--- src/rtl/mac_pkg.sv ---
// mac_pkg: definitions shared by the sign-magnitude MAC and its downstream
// requantisation stage.
//   - default datapath widths (MAC result, activation, shift amount)
//   - 2-bit FSM state encoding (IDLE=0, ROUND=1, CLAMP=2, OUT=3)
package mac_pkg;

   localparam int IN_BITWIDTH_DEF    = 19;
   localparam int OUT_BITWIDTH_DEF   = 8;
   localparam int SHIFT_BITWIDTH_DEF = 4;

   localparam logic [1:0] ST_IDLE  = 2'd0;
   localparam logic [1:0] ST_ROUND = 2'd1;
   localparam logic [1:0] ST_CLAMP = 2'd2;
   localparam logic [1:0] ST_OUT   = 2'd3;

   typedef enum logic [1:0] {
      S_IDLE  = ST_IDLE,
      S_ROUND = ST_ROUND,
      S_CLAMP = ST_CLAMP,
      S_OUT   = ST_OUT
   } state_t;

endpackage

--- src/rtl/sm_requant.sv ---
// sm_requant: requantises one sign-magnitude MAC result into a narrower
// sign-magnitude activation. Rounding right-shift (round-half-up on the
// magnitude), optional ReLU, saturation, then a valid/ready output.
// One result per 4 cycles (IDLE -> ROUND -> CLAMP -> OUT).
//
// Ports:
//   clk, rstn       clock, asynchronous active-low reset
//   in_valid        one-cycle capture strobe (MAC done)
//   in_data         sign-magnitude MAC result, MSB = sign
//   shift           right-shift amount, sampled on capture
//   relu_en         clamp negative results to zero, sampled on capture
//   out_valid       result available
//   out_ready       consumer accepts the result
//   out_data        sign-magnitude result, MSB = sign
//   sat_flag        current out_data was saturated
//   sat_count       saturated-result counter, sticks at 0xFFFF
//   overrun         sticky, in_valid seen while not IDLE
//   busy            FSM not IDLE
module sm_requant
   import mac_pkg::*;
#(
   parameter int IN_BITWIDTH    = IN_BITWIDTH_DEF,
   parameter int OUT_BITWIDTH   = OUT_BITWIDTH_DEF,
   parameter int SHIFT_BITWIDTH = SHIFT_BITWIDTH_DEF
) (
   input  logic                      clk,
   input  logic                      rstn,
   input  logic                      in_valid,
   input  logic [IN_BITWIDTH-1:0]    in_data,
   input  logic [SHIFT_BITWIDTH-1:0] shift,
   input  logic                      relu_en,
   output logic                      out_valid,
   input  logic                      out_ready,
   output logic [OUT_BITWIDTH-1:0]   out_data,
   output logic                      sat_flag,
   output logic [15:0]               sat_count,
   output logic                      overrun,
   output logic                      busy
);

   localparam logic [IN_BITWIDTH-1:0] MAG_MAX =
      IN_BITWIDTH'((1 << (OUT_BITWIDTH-1)) - 1);

   // Rounding right shift. The sum is one bit wider than the magnitude so
   // the rounding carry out of the top magnitude bit is kept.
   function automatic logic [IN_BITWIDTH-1:0] round_shift(
      input logic [IN_BITWIDTH-2:0]    m,
      input logic [SHIFT_BITWIDTH-1:0] s
   );
      logic [IN_BITWIDTH-1:0] bias;
      logic [IN_BITWIDTH-1:0] sum;
      bias = '0;
      if (s != '0)
         bias = {{(IN_BITWIDTH-1){1'b0}}, 1'b1} << (s - 1'b1);
      sum = {1'b0, m} + bias;
      return sum >> s;
   endfunction

   // Returns {sat, out_data}. Priority: ReLU, saturation, zero (never a
   // negative zero), pass-through.
   function automatic logic [OUT_BITWIDTH:0] clamp_sat(
      input logic                   sgn,
      input logic                   relu,
      input logic [IN_BITWIDTH-1:0] m
   );
      if (relu && sgn)
         return '0;
      else if (m > MAG_MAX)
         return {1'b1, sgn, {(OUT_BITWIDTH-1){1'b1}}};
      else if (m == '0)
         return '0;
      else
         return {1'b0, sgn, m[OUT_BITWIDTH-2:0]};
   endfunction

   state_t state, state_nxt;

   logic                      sign_p0;
   logic [IN_BITWIDTH-2:0]    mag_p0;
   logic [SHIFT_BITWIDTH-1:0] shift_p0;
   logic                      relu_p0;
   logic [IN_BITWIDTH-1:0]    rnd_p1;
   logic [OUT_BITWIDTH:0]     clamp_res;

   assign busy      = (state != S_IDLE);
   assign clamp_res = clamp_sat(sign_p0, relu_p0, rnd_p1);

   always_comb begin
      state_nxt = state;
      unique case (state)
         S_IDLE:  if (in_valid) state_nxt = S_ROUND;
         S_ROUND: state_nxt = S_CLAMP;
         S_CLAMP: state_nxt = S_OUT;
         S_OUT:   if (out_valid && out_ready) state_nxt = S_IDLE;
         default: state_nxt = S_IDLE;
      endcase
   end

   // Capture stage (p0) and rounding stage (p1); no reset needed, these
   // are only consumed after the FSM has walked through them.
   always_ff @(posedge clk) begin
      if (state == S_IDLE && in_valid) begin
         sign_p0  <= in_data[IN_BITWIDTH-1];
         mag_p0   <= in_data[IN_BITWIDTH-2:0];
         shift_p0 <= shift;
         relu_p0  <= relu_en;
      end
      if (state == S_ROUND)
         rnd_p1 <= round_shift(mag_p0, shift_p0);
   end

   // Output stage and control.
   always_ff @(posedge clk or negedge rstn) begin
      if (!rstn) begin
         state     <= S_IDLE;
         out_valid <= 1'b0;
         out_data  <= '0;
         sat_flag  <= 1'b0;
         sat_count <= '0;
         overrun   <= 1'b0;
      end else begin
         state <= state_nxt;
         if (in_valid && state != S_IDLE)
            overrun <= 1'b1;
         if (state == S_CLAMP) begin
            out_valid <= 1'b1;
            out_data  <= clamp_res[OUT_BITWIDTH-1:0];
            sat_flag  <= clamp_res[OUT_BITWIDTH];
            if (clamp_res[OUT_BITWIDTH] && sat_count != 16'hFFFF)
               sat_count <= sat_count + 16'd1;
         end
         if (state == S_OUT && out_valid && out_ready)
            out_valid <= 1'b0;
      end
   end

endmodule

--- config.mk ---
export PLATFORM = sky130hd
export DESIGN_NAME = sm_requant
export DESIGN_NICKNAME = d
export VERILOG_FILES = /design/src/rtl/mac_pkg.sv /design/src/rtl/sm_requant.sv
export SDC_FILE = /design/constraint.sdc
export NUM_CORES = 1
export LEC_CHECK = 0
export BUFFER_PORTS_ARGS = -buffer_cell sky130_fd_sc_hd__clkbuf_2
export CORE_MARGIN = 10
export CORE_UTILIZATION = 59
export CTS_CLUSTER_DIAMETER = 200
export CTS_CLUSTER_SIZE = 25
export DETAILED_ROUTE_END_ITERATION = 16
export PLACE_DENSITY = 0.81
export SLEW_MARGIN = 40
export SYNTH_ARGS = -nofsm -noshare
export SYNTH_HDL_FRONTEND = slang
export SYNTH_SLANG_ARGS = --single-unit
--- constraint.sdc ---
create_clock -name clk -period 4.7 [get_ports clk]
set_clock_uncertainty 0.05 [all_clocks]
set_input_delay 0.705 -clock clk [delete_from_list [all_inputs] [get_ports clk]]
set_output_delay 0.705 -clock clk [all_outputs]
set_load 0.05 [all_outputs]
==> results.cfg <==
[yosys]
synth_compound_gate_area_share_pct = 19.9
async_reset_ff_share_pct = 40.3
synth_top_family_by_area = compound AO/OA/AOI/OAI gates
syn_inst = 463
syn_avg_cell_area_um2 = 10.0
ys.flop_type = edfxtp_1
yosys_warnings = 0
syn_nets = 513
yosys.area_share.simple_pct = 14.7
synth_edf_count = 43
synthAdderAreaFrac_pct = 6.10
synth_area_leaders = edfxtp_1 (28%), dfrtp_1 (16%), ha_1 (5.7%)
synth_xor_area_share_pct = 5.29
synthMuxAreaShare_pct = 6.47
synth_area_mm2 = 0.00464
synth-seq-area-share_pct = 43.5
synth_top_area_share_pct = 27.8
ys_ff_latch = 72
synth_top_area_cell = edfxtp_1
synth_cell_types = 75

[clock_tree]
clk_path_buf_depth = 2
cts_made_buffers = 9
clock_sinks = 72
clk_pin_slew_ns = 0.09
cts_resized = 0
cts_max_level = 3
clock_latency_ns = 0.36
cts_tree = done
post_cts_buffers = 0
postCtsHoldBufs = 0
root_buffer = clkbuf_8

[final_layout]
antenna_cells = 0
drive_gt1_share_pct = 20.7
mostFrequentLayoutCells = clkbuf_2 (54), nor2_1 (52), edfxtp_1 (43), nand2_1 (35), dfrtp_1 (29)
area_growth_syn_to_layout_pct = 12.6
final_common_cell = clkbuf_2
nets = 568

[floorplan]
design.portCount = 56
die_h_um = 109
rows = 32
start_util_pct = 60.3
dieWidth_um = 109
coreArea_mm2 = 0.00769
die-area_mm2 = 0.0118

[sta]
fin_tns_setup_ns = 0
slew_headroom_pct = 50.1
slew_violations = 0
fmax_ghz = 0.239
layout_min_cycle_time_ns = 4.18
finalSetupViolCount = 0
worst_pin_slew_ns = 0.748
timing_hold_violations_final = 0
grt_setup_unrepaired = no
setup_slack_ns = 0.523
fin_crit_sh_pct = 88.9

[worst_setup_path]
crit_required_ns = 4.75
r2r-end = rnd_p1[2]
critPathCaptureType = flip-flop
ff2ff_path_depth = 12
crit_type = reg -> reg
cp.arrival_ns = 4.23
rrSetupSlack_ns = 0.52
rr_startpoint = shift_p0[2]
cp_max_fo = 9
start_kind = flip-flop

[drt]
viasPerCell = 6.17
ant_nets = 0
first_pass_iters = 5
route.detailed.drc = 0
routedWlPerCell_um = 18.7
routed_wl_um = 11700
num_vias = 3857
drt_iter0_drc = 266

[global_routing]
antenna_found_initial = 0
grt_overflow = 0
first_global_vias = 3851
grt_max_degree = 30
grt_pass1_wl_um = 19300
grtUsageTotal_pct = 20.4

[min_path]
hold_path_class = in -> async

[pwr]
p_leak_nw = 2.23
ir_drop_mv = 0.209
power_density_mw_per_mm2 = 523

[flow_run]
max_cap_viol_count = 0

[placed_design]
place_hpwl_um = 9020
pre_cts_ws_ns = 0.647
port_buffers = 55
gp_congestion = 0.938

[outcome]
status = completed
[metrics by stage]
stage	std cells	instance area [um2]	power (mW)	util, %	hold slack (ns)
3_3_place_gp	609	5030	2.23	65.5	0.391
5_1_grt	625	5220	2.90	68.0	0.368
6_report	625	5220	2.73	68.0	0.317
3_5_place_dp	609	5030	2.26	65.5	0.394
2_1_floorplan	463	4640	1.93	-	0.359
4_1_cts	625	5220	2.73	67.9	0.364
[cell usage after synthesis (all sizes together), types with 6 or more instances]
cell,n
mux2i,12
mux2,6
a211oi,9
xor2,11
nand2,35
nor4,7
inv,22
o21ai,16
nor2,53
a31oi,7
a21o,9
xnor2,17
a21oi,23
dfrtp,29
and2,7
ha,21
clkbuf,17
o22ai,6
nand3,14
nor3,7
edfxtp,43
o211ai,9
[layer usage]
metal	vias to the layer above	GRT usage (%)	share of wire [%]
met1	1829	24.3	41
met3	38	5.07	7.4
li1	1830	-	-
met4	0	8.76	3.0
met5	-	0	0
met2	160	34.4	49
[state kept, by name (all words and copies together), names as in the netlist, 2 cells and up]
name and cells:
mag_p0 18, out_data 8, rnd_p1 19, sat_count 16, shift_p0 4, state 2
[critical path, stage by stage (launching register included)]
cell and delay, ns:
edfxtp_1 0.53, buf_4 0.23, nand2_1 0.29, nor2_1 0.08
ha_1 0.36, a21oi_1 0.29, o211ai_1 0.24, a21bo_2 0.29
a31oi_2 0.38, xor2_1 0.30, mux2i_1 0.18, a21o_1 0.23
mux4_2 0.47
[worst max path at each step]
stage | start | to
2_1_floorplan | shift_p0[1] | rnd_p1[4]
5_1_grt | shift_p0[2] | rnd_p1[6]
3_3_place_gp | shift_p0[2] | rnd_p1[4]
3_5_place_dp | shift_p0[2] | rnd_p1[2]
6_report | shift_p0[2] | rnd_p1[2]
4_1_cts | shift_p0[2] | rnd_p1[4]
[power by group]
| group | internal [mW] | switching [mW] | leakage (nW) | total [mW] |
|---|---|---|---|---|
| Clock | 0.202 | 0.274 | 0.0970 | 0.475 |
| Combinational | 0.412 | 0.838 | 1.36 | 1.25 |
| Sequential | 0.896 | 0.110 | 0.770 | 1.01 |
[layout make-up]
| cell class | count | area [um2] |
|---|---|---|
| Tap cell | 102 | 128 |
| Fill cell | 630 | 2460 |
| Sequential cell | 72 | 2020 |
| Timing Repair Buffer | 66 | 358 |
| Inverter | 25 | 93.8 |
| Multi-Input combinational cell | 344 | 2440 |
| Clock inverter | 7 | 58.8 |
| Clock buffer | 9 | 124 |
[cell families after synthesis]
group,count (synthesis)
and+or+nand+nor,145
other,1
AOI/OAI and AO/OA,125
adders and majority gates,22
muxes,23
DFF,72
buffers and inverters,47
xor gates and xnor gates,28
(Power assumes the default switching activity.)
